===== src/rtl/fetch_unit.sv =====
// Instruction fetch stage with IF/ID pipeline register.
// Branch and jump targets resolve in decode from pc_d, so the word in fetch is always the delay slot.
module fetch_unit #(
    parameter logic [31:0] PC_RESET = 32'h0000_3000,
    parameter logic [31:0] IM_BASE  = 32'h0000_3000,
    parameter int unsigned IM_WORDS = 1024
) (
    input  logic        clk,
    input  logic        reset,
    input  logic        stall,
    input  logic [1:0]  npc_sel,
    input  logic [15:0] imm16,
    input  logic [25:0] instr_index,
    input  logic [31:0] jr_target,
    input  logic [31:0] instr_f,
    output logic [31:0] pc_f,
    output logic [31:0] instr_d,
    output logic [31:0] pc_d,
    output logic [31:0] pc8_d,
    output logic        valid_d,
    output logic        addr_err_d
);

    localparam logic [31:0] IM_LAST = IM_BASE + 32'(4 * IM_WORDS) - 32'd4;

    logic signed [31:0] br_off_p0;
    logic [31:0]        br_tgt_p0;
    logic [31:0]        j_tgt_p0;
    logic [31:0]        npc_p0;
    logic               fetch_err_p0;

    // F stage: next-PC selection and fetch address check
    always_comb begin
        br_off_p0    = {{14{imm16[15]}}, imm16, 2'b00};
        br_tgt_p0    = pc_d + 32'd4 + $unsigned(br_off_p0);
        j_tgt_p0     = {pc_d[31:28], instr_index, 2'b00};
        npc_p0       = pc_f + 32'd4;
        case (npc_sel)
            2'b01:   npc_p0 = br_tgt_p0;
            2'b10:   npc_p0 = j_tgt_p0;
            2'b11:   npc_p0 = jr_target;
            default: npc_p0 = pc_f + 32'd4;
        endcase
        fetch_err_p0 = (pc_f[1:0] != 2'b00) || (pc_f < IM_BASE) || (pc_f > IM_LAST);
    end

    // F -> D boundary: PC register and IF/ID register
    always_ff @(posedge clk or negedge reset) begin
        if (!reset) begin
            pc_f       <= PC_RESET;
            instr_d    <= 32'h0000_0000;
            pc_d       <= 32'h0000_0000;
            valid_d    <= 1'b0;
            addr_err_d <= 1'b0;
        end else if (!stall) begin
            pc_f       <= npc_p0;
            instr_d    <= fetch_err_p0 ? 32'h0000_0000 : instr_f;
            pc_d       <= pc_f;
            valid_d    <= 1'b1;
            addr_err_d <= fetch_err_p0;
        end
    end

    assign pc8_d = pc_d + 32'd8;

endmodule


===== config.mk =====
export PLATFORM = sky130hd
export DESIGN_NAME = fetch_unit
export DESIGN_NICKNAME = d
export VERILOG_FILES = /design/src/rtl/fetch_unit.sv
export SDC_FILE = /design/constraint.sdc
export NUM_CORES = 1
export LEC_CHECK = 0
export BUFFER_PORTS_ARGS = -buffer_cell sky130_fd_sc_hd__clkbuf_2
export CORE_MARGIN = 2
export CORE_UTILIZATION = 53
export CTS_BUF_LIST = sky130_fd_sc_hd__clkbuf_8
export CTS_CLUSTER_DIAMETER = 200
export DETAILED_ROUTE_END_ITERATION = 10
export PLACE_DENSITY = 0.79
export RECOVER_POWER = 25
export SLEW_MARGIN = 20
export SYNTH_ARGS = -nofsm -noshare
export SYNTH_HDL_FRONTEND = slang
export SYNTH_SLANG_ARGS = --single-unit

===== constraint.sdc =====
create_clock -name clk -period 3 [get_ports clk]
set_clock_uncertainty 0.1 [all_clocks]
set_input_delay 0.6 -clock clk [delete_from_list [all_inputs] [get_ports clk]]
set_output_delay 0.6 -clock clk [all_outputs]
set_load 0.01 [all_outputs]

# After elaboration in Yosys (flattened, before gate mapping)
# Cells that the tools add are included.
totals:
  reg_bits: 98
  latch_bits: 0
  mem_bits_rw: 0
  mem_bits_ro: 0
  input_bits: 111
  out_inout_bits: 130
  word_cells: 19
  mem_count: 0
classes:
  add_sub_neg: 4
  multipliers: 0
  n_div: 0
  n_lt_le_gt_ge: 2
  eq_ne: 3
  shift: 0
  mux: 2
  bitwise: 0
  n_reduce_logical: 3
op_table:
  columns: ["op", "n"]
  rows:
  - ["$pmux 32 s3", 1]
  - ["$add 32x3->32 const B", 2]
  - ["$add 32x32->32", 1]
  - ["$add 32x4->32 const B", 1]
  - ["$gt 32x14->1 const B", 1]
  - ["$lt 32x14->1 const B", 1]
  - ["$mux 32", 1]
  - ["$eq 2x2->1 const B", 2]
  - ["$eq 2x1->1 const B", 1]
  - ["$logic_or 1x1->1", 2]
  - ["$reduce_bool 2->1", 1]

# Longest topological paths before layout
# Gate-level depths: netlist of the first run.
logic_depth:
  ltp_word: 4
  mapped_depth: 13
  mapped_depth_nobuf: 13

# Worst setup path after synthesis of the first run
# OpenSTA, ideal clock, no wires.
synth_timing:
  path_type: "in2reg"
  startpoint: "in imm16[1]"
  endpoint: "reg pc_f[31]"
  setup_ns: 0.124
  arrival_ns: 2.697
  required_ns: 2.776
  path_slack_ns: 0.079
  path_stages: 11
  n_path_buf: 0
  cell_sequence: "ha_1 ha_1 inv_1 fa_1 nor2b_1 o31a_1 o211ai_1 nand3b_1 a211oi_1 nor2_1 a211o_1"
synth_via:
  elab_chain_len: 2
synth_lines:
  columns: ["element", "line", "rtl"]
  rows:
  - ["from (decl)", "12", "input logic [15:0] imm16,"]
  - ["$add 32x32->32", "35", "br_tgt_p0 = pc_d + 32'd4 + $unsigned(br_off_p0);"]
  - ["$pmux 32 s3", "38", "case (npc_sel)"]
  - ["to (signal assigned)", "56", "pc_f <= npc_p0;"]
  - ["to (decl)", "16", "output logic [31:0] pc_f,"]
# No other way between the ends.
# A chain may end at the register's enable or synchronous reset.

# Worst setup path after layout of the first run
layout_timing:
  startpoint: "reg pc_d[3]"
  endpoint: "reg pc_f[31]"
layout_via:
  elab_chain_len: 3
layout_lines:
  columns: ["element", "line", "rtl"]
  rows:
  - ["from (decl)", "18", "output logic [31:0] pc_d,"]
  - ["from (signal assigned)", "58", "pc_d <= pc_f;"]
  - ["$add 32x3->32", "35", null]
  - ["$add 32x32->32", "35", null]
  - ["$pmux 32 s3", "38", null]
# No other way between the ends.

==> results.txt, run 1 <==
Status - finished, violations left
Failing checks - capacitance limit, slew limit, setup timing
Drc violations - 0
Final hold vios - 0
Share of layout cells above drive strength 1 - 43.18%
Worst hold stages - 2
Simple-Gate Fraction of Synth Area - 16.09%
First-pass GRT wire length - 37920 um
Ys flop type - dfrtp_1
Crit path depth - 13
Initial Utilization - 53.68%
Storage cell area - 2455 um2
Pin count of the biggest net entering global routing - 64
Max-cap check violation count - 2
Filler Cell Count - 1054
All-layer global routing usage - 32.66%
Count of cell types in the netlist - 65
CTS H-Tree Depth - 3
DRT iter0 DRCs - 795
WL/cell - 19.15 um
Die X - 122.1 um
Area contributors post-synth - dfrtp_1, ha_1, mux2_2
Mean Syn Cell Area - 9.207 um2
Port buffer count - 240
Synth-to-Final Area Change - 38.96%
Mux contribution to synthesized area - 10.15%
Synth Register Bits - 98
Final period util - 104.0%
Total number of vias - 8093
CTS Buf Count - 9
RR Startpoint - pc_d[3]
XOR/XNOR Fraction of Synth Area - 5.805%
Critical path type - reg2reg
Worst r2r path cells - 13
Adder-cell share of the synthesized area - 10.26%
Overall power consumption - 8.553 mW
Hold Path Class - in2reg
CP max stage cell - dfrtp_1
CP Launch Type - register
CP peak stage delay - 0.44 ns
Boundary pin count - 241
Async SR Flop Fraction - 100.0%
Die Y - 122.1 um
Required time worst endpoint - 3.20 ns
CP bufs+invs - 3
Worst slew pin tran - 2.215 ns
CP max FO - 3
Initial DRT Pass Iterations - 5
Die ar. - 14910 um2
Reg-to-reg endpoint - pc_f[31]
Core Footprint - 13770 um2
Final setup viols - 17
Number of global-route vias before repair - 7242
Met2 Use GR - 52.86%
Longest Clk Path Bufs - 2
Post-CTS Hold Buffers - 0
Complex-gate fraction of the synthesized area - 20.71%
CTS root buffer - clkbuf_8
Routability Congestion - 0.9307
Initial antenna violation count - 0
Leak - 5.055 nW
Maximum clock rate - 0.3204 GHz
Worst slew margin - -47.65%
VDD IR-drop max - 534.0 uV
Post-synth net total - 974
DRT antenna net count - 0
Synth top area share - 32.49%
Ant diodes - 0
Worst-path cell chain - buf_4 -> ha_1 -> ha_2 -> inv_2 -> fa_2 -> nor2b_2 -> o31a_1 -> o211ai_1 -> nand3b_1 -> buf_6 -> a211oi_4 -> nor2_1 -> a211o_1
R2r setup slk - -0.12 ns
Clock transition at path regs - 0.12 ns
Drt total wl - 25490 um
Crit end category - register
CTS tree - done
Syn. warnings - 0
Final core utilization - 74.59%
Largest family of logic cells by synthesized area - compound AO/OA/AOI/OAI gates
Met3 Resource Use GR - 6.367%
RSZ-0062 raised after global routing - yes
Sequential share of the synthesized area - 33.20%
Power Dens Cells - 832.5 nW/um2
Syn Std Cell Area - 7393 um2
Worst Setup Slack, final - -0.1213 ns
Worst path arrival time - 3.32 ns
Number of vias per cell - 6.080
Hold Path Sink - instr_d[2]
Period minus WS final - 3.121 ns
Number of flops mapped to enable cells by yosys - 0
Hold Crit Start - instr_f[2]
Site row count - 43
Clk_lat worst skew - 0.40 ns
Busiest layer in global routing - met2
Met1 usage - 44.44%
Final HPWL DP - 18800 um
Syn Inst Count - 803
GRT Residual Overflow - 0
Slew Limit Fails - 76
Final net count - 1317
Clock sinks - 98
Largest area contributor in the synthesized netlist - dfrtp_1
Multi-input gate area - 5012 um2
Critical path's top delay family - compound AO/OA/AOI/OAI gates
-- synthesized netlist by cell type, types with 4 or more instances --
cell      number
nand2_1       50
a31oi_1       13
o221ai_1       6
a211oi_1       8
nand4_1       18
nor3_1        19
a21oi_1       54
o21ai_0       46
o22a_1         6
xor2_1        21
nor4_1        10
mux2i_1       12
nand3_1       32
xnor2_1       28
and4_1         7
o22ai_1        9
a21o_1        10
clkbuf_1      30
ha_1          59
o21a_1         6
dfrtp_1       96
a22oi_1        6
mux4_2         7
and3_1        16
buf_1          8
nor2_1        56
nand2b_1       4
buf_2          4
mux2_2        42
a22o_1        32
inv_1         25
and2_1         4
-- through the flow --
stage                     hold WS (ns)  TNS (ns)  area, um2  setup slack (ns)  instances
final                           0.3132    -1.060      10270           -0.1213       1331
after global routing            0.3068    -11.51      10270           -0.2458       1331
after CTS                      0.06897   -0.3718       9861          -0.06779       1317
after detailed placement        0.3564    -2.175       9525           -0.2493       1294
after global placement          0.3514    -1.487       9525           -0.1917       1294
after floorplan                 0.2044         0       7393           0.07930        803
-- state kept, by name, indices dropped and copies added (netlist names) --
name and cells:
pc_d 32, addr_err_d 1, valid_d 1, pc_f 32
instr_d 32
-- worst max-delay path by stage --
stage,start,endpoint,slack (ns)
final,pc_d[3],pc_f[31],-0.12
after global routing,pc_d[3],pc8_d[30],-0.25
after CTS,pc_d[3],pc8_d[29],-0.07
after detailed placement,imm16[15],pc_f[28],-0.25
after global placement,imm16[15],pc_f[28],-0.19
after floorplan,imm16[1],pc_f[31],0.08
-- kinds of logic after synthesis --
| kind of cell | Yosys count |
|---|---|
| fa+ha+maj | 60 |
| xor+xnor | 49 |
| simple gates | 236 |
| buf+inv | 70 |
| flops | 98 |
| compound gates | 229 |
| mux | 61 |
-- metal layers --
metal  vias up  share of wire, %
li1       3713                 -
met1      3851                41
met2       462                48
met3        67               8.5
met4         0               2.8
met5         -                 0
-- placed cells by master (no fill, tap or decap), types with 7 or more instances in the layout --
master	netlist	final
a21o_1	10	10
a21oi_1	54	51
a22o_1	32	32
a31oi_1	13	8
and3_1	16	15
and4_1	7	7
buf_2	4	12
buf_4	3	126
buf_6	0	11
clkbuf_2	0	226
clkbuf_8	0	9
dfrtp_1	96	96
ha_1	59	57
inv_1	25	23
mux2_2	42	41
mux2i_1	12	12
mux4_2	7	7
nand2_1	50	46
nand3_1	32	25
nand4_1	18	18
nor2_1	56	51
nor3_1	19	17
nor4_1	10	9
o21ai_0	46	39
o22ai_1	9	9
xnor2_1	28	22
xor2_1	21	20
-- cell type report --
type                       instances  area share (%)
timing repair buffer             377           22.08
tap                              180           2.192
multi-input combinational        635           48.79
sequential                        98           23.89
inverter                          25          0.9134
clock inverter                     7          0.9256
clock buffer                       9           1.206
-- repair_timing --
action,4_1_cts,5_1_grt
setup buffers,7,14
endpoints found under the setup margin,15,33
gates resized for setup,14,80
pin swaps,2,33
-- where the power goes --
part | switching (mW) | internal, mW
Clock | 0.563 | 0.414
Sequential | 0.545 | 1.62
Combinational | 2.79 | 2.61
(Power assumes the default switching activity.)
==> inputs of run 2 (changes only) <==
--- a/config.mk
+++ b/config.mk
@@ -6,6 +6,7 @@
 export NUM_CORES = 1
 export LEC_CHECK = 0
 export BUFFER_PORTS_ARGS = -buffer_cell sky130_fd_sc_hd__clkbuf_2
+export CORE_ASPECT_RATIO = 0.7
 export CORE_MARGIN = 2
 export CORE_UTILIZATION = 53
 export CTS_BUF_LIST = sky130_fd_sc_hd__clkbuf_8
==> results.txt, run 2 (synthesized netlist as in run 1, its figures left out) <==
Status - finished, violations left
Failing checks - capacitance limit, slew limit
Number of vias per cell - 6.099
Post-CTS Hold Buffers - 0
Initial Utilization - 53.64%
VDD IR-drop max - 460.8 uV
Routability Congestion - 0.9817
Overall power consumption - 8.365 mW
All-layer global routing usage - 33.00%
First-pass GRT wire length - 38900 um
Clock sinks - 98
Drc violations - 0
CTS Buf Count - 9
Initial DRT Pass Iterations - 6
Leak - 4.933 nW
CP peak stage delay - 0.45 ns
Site row count - 36
Boundary pin count - 241
Pin count of the biggest net entering global routing - 68
Worst slew margin - -24.56%
Worst slew pin tran - 1.868 ns
Longest Clk Path Bufs - 2
CP max FO - 4
Synth-to-Final Area Change - 36.01%
Clock transition at path regs - 0.13 ns
Crit end category - register
Port buffer count - 240
CP max stage cell - dfrtp_1
CTS root buffer - clkbuf_8
Worst path arrival time - 3.17 ns
Period minus WS final - 2.995 ns
CTS tree - done
Max-cap check violation count - 1
RSZ-0062 raised after global routing - yes
Ant diodes - 0
Die ar. - 14930 um2
WL/cell - 19.34 um
DRT iter0 DRCs - 945
Hold Slack - 0.3193 ns
CP Launch Type - register
Die Y - 102.8 um
Hold Path Class - in2reg
Power Dens Cells - 831.8 nW/um2
Critical path type - reg2reg
Total number of vias - 8112
Die X - 145.2 um
Final hold vios - 0
Initial antenna violation count - 0
Commonest non-fill, non-tap cell in the layout - clkbuf_2
Core Footprint - 13780 um2
Worst-path cell chain - ha_1 -> ha_2 -> inv_2 -> fa_2 -> nor2b_2 -> o31a_1 -> o211ai_1 -> nand3b_1 -> a211oi_2 -> buf_4 -> nor2_1 -> a211o_1
Clk_lat worst skew - 0.40 ns
Drt total wl - 25720 um
Final net count - 1306
DP Area - 9478 um2
Largest registers - instr_d x32, pc_d x32, pc_f x32
Final HPWL DP - 19060 um
Maximum clock rate - 0.3339 GHz
Final period util - 99.84%
Final setup viols - 0
CTS H-Tree Depth - 3
Required time worst endpoint - 3.18 ns
Number of global-route vias before repair - 7220
Design Area, Final - 10060 um2
Share of layout cells above drive strength 1 - 41.23%
Most frequent cells in the layout - clkbuf_2, buf_4, dfrtp_1
Slew Limit Fails - 32
GRT Residual Overflow - 0
DRT antenna net count - 0
==> run 2: power by group <==
part | leakage, nW | internal (mW) | switching, mW
Sequential | 1.21 | 1.63 | 0.546
Combinational | 3.62 | 2.52 | 2.76
Clock | 0.103 | 0.333 | 0.580
==> run 2: metal layers <==
metal / global-route usage, % / routed length, um / part of all wire, %
met2: 53.70 / 11890 / 46
met3: 6.327 / 2508 / 9.8
met5: 0 / 0 / 0
met4: 5.958 / 323 / 1.3
met1: 47.07 / 11000 / 43
==> run 2: cell type report <==
cell class	count	area (um2)
clock buffer	9	123.9
clock inverter	7	76.32
fill	1039	3727
inverter	25	93.84
multi-input combinational	635	4877
sequential	98	2456
tap	190	237.7
timing repair buffer	366	2191
==> run 2: timing repair <==
action,in CTS,in global routing
setup endpoints to repair,13,32
gates cloned,0,0
gates resized for setup,10,56
setup buffers,10,8
pin swaps,4,39
==> run 2: per-stage QoR <==
| step | TNS, ns | util, % | cells | setup WS [ns] |
|---|---|---|---|---|
| 2_1_floorplan | 0 | - | 803 | 0.07930 |
| 3_3_place_gp | -1.154 | 68.76 | 1296 | -0.2077 |
| 3_5_place_dp | -1.873 | 68.76 | 1296 | -0.2630 |
| 4_1_cts | -0.03105 | 71.08 | 1322 | -0.03105 |
| 5_1_grt | -1.254 | 72.96 | 1330 | -0.1201 |
| 6_report | 0 | 72.96 | 1330 | 0.004741 |
==> run 2: final timing paths <==
check                       startpoint  cells after the start  slack [ns]     endpoint
max in group asynchronous        reset                      2        1.03     pc_f[12]
hold / removal             instr_f[22]                      2        0.32  instr_d[22]
hold reg to reg                valid_d                      1        0.39      valid_d
min in group asynchronous        reset                      1        0.61     pc_d[15]
setup reg to reg               pc_d[3]                     12       0.005     pc_f[31]
setup / recovery               pc_d[3]                     12       0.005     pc_f[31]
==> run 2: worst max-delay path: cells and delay by family (launching register included) <==
kind            cells  cell delay [ns]
compound gates      4             1.08
fa+ha+maj           3             0.71
flops               1             0.45
simple gates        3             0.28
buf+inv             2             0.24
==> inputs of run 3 (changes only) <==
--- a/config.mk
+++ b/config.mk
@@ -14,6 +14,7 @@
 export DETAILED_ROUTE_END_ITERATION = 10
 export PLACE_DENSITY = 0.79
 export RECOVER_POWER = 25
+export SETUP_SLACK_MARGIN = 0.15
 export SLEW_MARGIN = 20
 export SYNTH_ARGS = -nofsm -noshare
 export SYNTH_HDL_FRONTEND = slang
==> results.txt, run 3 (synthesized netlist as in run 1, its figures left out) <==
Worst path arrival time - 2.32 ns
Critical path's top delay family - buffers and inverters
CTS tree - done
Final hold vios - 0
Core Footprint - 13780 um2
CP Launch Type - register
Multi-input gate area - 5152 um2
Clock sinks - 98
DRT iter0 DRCs - 848
First-pass GRT wire length - 38990 um
CP dominant cell by count - buf_4
Setup WS pre-CTS - -0.2942 ns
VDD IR-drop max - 510.0 uV
Clock transition at path regs - 0.12 ns
Clk_lat worst skew - 0.39 ns
Required time worst endpoint - 2.30 ns
CP bufs+invs - 4
Storage cell area - 2462 um2
Boundary pin count - 241
Site row count - 36
CP max FO - 6
Total number of vias - 8132
RSZ-0062 raised after global routing - yes
Critical path type - reg2out
Longest Clk Path Bufs - 2
CP max stage cell - dfrtp_1
Max-cap check violation count - 1
Crit end category - output pin
Fin Setup TNS - -0.02189 ns
Period minus WS final - 3.022 ns
Worst slew margin - -59.61%
Synth-to-Final Area Change - 39.06%
GRT Residual Overflow - 0
Worst-path cell chain - nand4_1 -> buf_4 -> nor4_4 -> buf_4 -> nand2_2 -> nor2_1 -> buf_4 -> and4_1 -> xor2_1 -> buf_2
Filler Cell Count - 1045
Status - finished, violations left
Hold Path Class - in2reg
DRT antenna net count - 0
Port buffer count - 240
Worst slew pin tran - 2.394 ns
Initial DRT Pass Iterations - 7
Overall power consumption - 8.589 mW
CTS Buf Count - 9
Pin count of the biggest net entering global routing - 48
Largest registers - instr_d x32, pc_d x32, pc_f x32
Die X - 145.2 um
R2r setup slk - 0.01 ns
Failing checks - capacitance limit, slew limit, setup timing
Die ar. - 14930 um2
Final setup viols - 1
Worst Setup Slack, final - -0.02189 ns
Maximum clock rate - 0.3309 GHz
Drc violations - 0
Final HPWL DP - 19130 um
CTS root buffer - clkbuf_8
All-layer global routing usage - 33.24%
Share of layout cells above drive strength 1 - 44.36%
Final period util - 100.7%
Commonest non-fill, non-tap cell in the layout - clkbuf_2
Routability Congestion - 0.9340
Number of vias per cell - 6.142
Most frequent cells in the layout - clkbuf_2, buf_4, dfrtp_1
CTS H-Tree Depth - 3
Post-CTS Hold Buffers - 0
Die Y - 102.8 um
Number of global-route vias before repair - 7240
Power Dens Cells - 835.4 nW/um2
Drt total wl - 26380 um
Final net count - 1300
Slew Limit Fails - 38
Ant diodes - 0
CP peak stage delay - 0.42 ns
Leak - 4.947 nW
Initial antenna violation count - 0
WL/cell - 19.93 um
Initial Utilization - 53.64%
[run 3: changes by cell type in the layout (fill, tap and decap cells not counted), moves of 5 or more]
cell / before / now
ha_4: 1 / 11
o21ai_0: 42 / 37
dfrtp_1: 95 / 90
buf_4: 116 / 111
ha_1: 56 / 47
a21oi_1: 53 / 48
dfrtp_2: 1 / 6
[run 3: what timing repair did]
| action | CTS | global route |
|---|---|---|
| buffers inserted | 14 | 9 |
| endpoints found under the setup margin | 29 | 38 |
| pin swaps | 28 | 46 |
| gates resized for setup | 34 | 82 |
[run 3: stage by stage]
stage               hold slack, ns  cells  instance area (um2)  utilization, %
finish                      0.3167   1324                10280           74.59
global route                0.3084   1324                10280           74.59
CTS                         0.1087   1315                 9826           71.29
detailed placement          0.3814   1285                 9410           68.27
global placement            0.3511   1285                 9410           68.27
floorplan                   0.2044    803                 7408               -
[run 3: layout make-up]
cell class | count | area share (%)
clock buffer | 9 | 1.205
timing repair buffer | 360 | 20.83
clock inverter | 7 | 0.6693
tap | 190 | 2.312
inverter | 25 | 0.9127
sequential | 98 | 23.95
multi-input combinational | 635 | 50.12
[run 3: worst register-to-register path, stage by stage, from the launching register on]
cell	delay (ns)
dfrtp_2	0.46
buf_6	0.13
ha_4	0.21
ha_4	0.16
inv_2	0.05
fa_2	0.21
nor2b_2	0.05
o31a_1	0.33
o211ai_1	0.23
nand3b_1	0.25
a211oi_2	0.30
buf_4	0.17
xor2_1	0.14
o21ai_1	0.09
[run 3: layer usage]
metal	vias up	global-route usage [%]	part of all wire, %
met3	61	6.460	9.6
met5	-	0	0
met4	0	8.220	2.3
li1	3689	-	-
met1	3895	47.31	42
met2	487	53.08	46
[run 3: final timing paths]
path,startpoint,to,cells past startpoint
setup / recovery,pc_d[7],pc8_d[30],10
hold / removal,instr_f[11],instr_d[11],2
setup reg to reg,pc_d[3],pc_f[27],13
hold reg to reg,valid_d,valid_d,1
max in group asynchronous,reset,pc_d[10],1
min in group asynchronous,reset,pc_d[13],1
[run 3: where the power goes]
group / total [mW] / internal [mW] / switching (mW)
Clock: 0.885 / 0.326 / 0.559
Sequential: 2.19 / 1.63 / 0.564
Combinational: 5.51 / 2.64 / 2.87
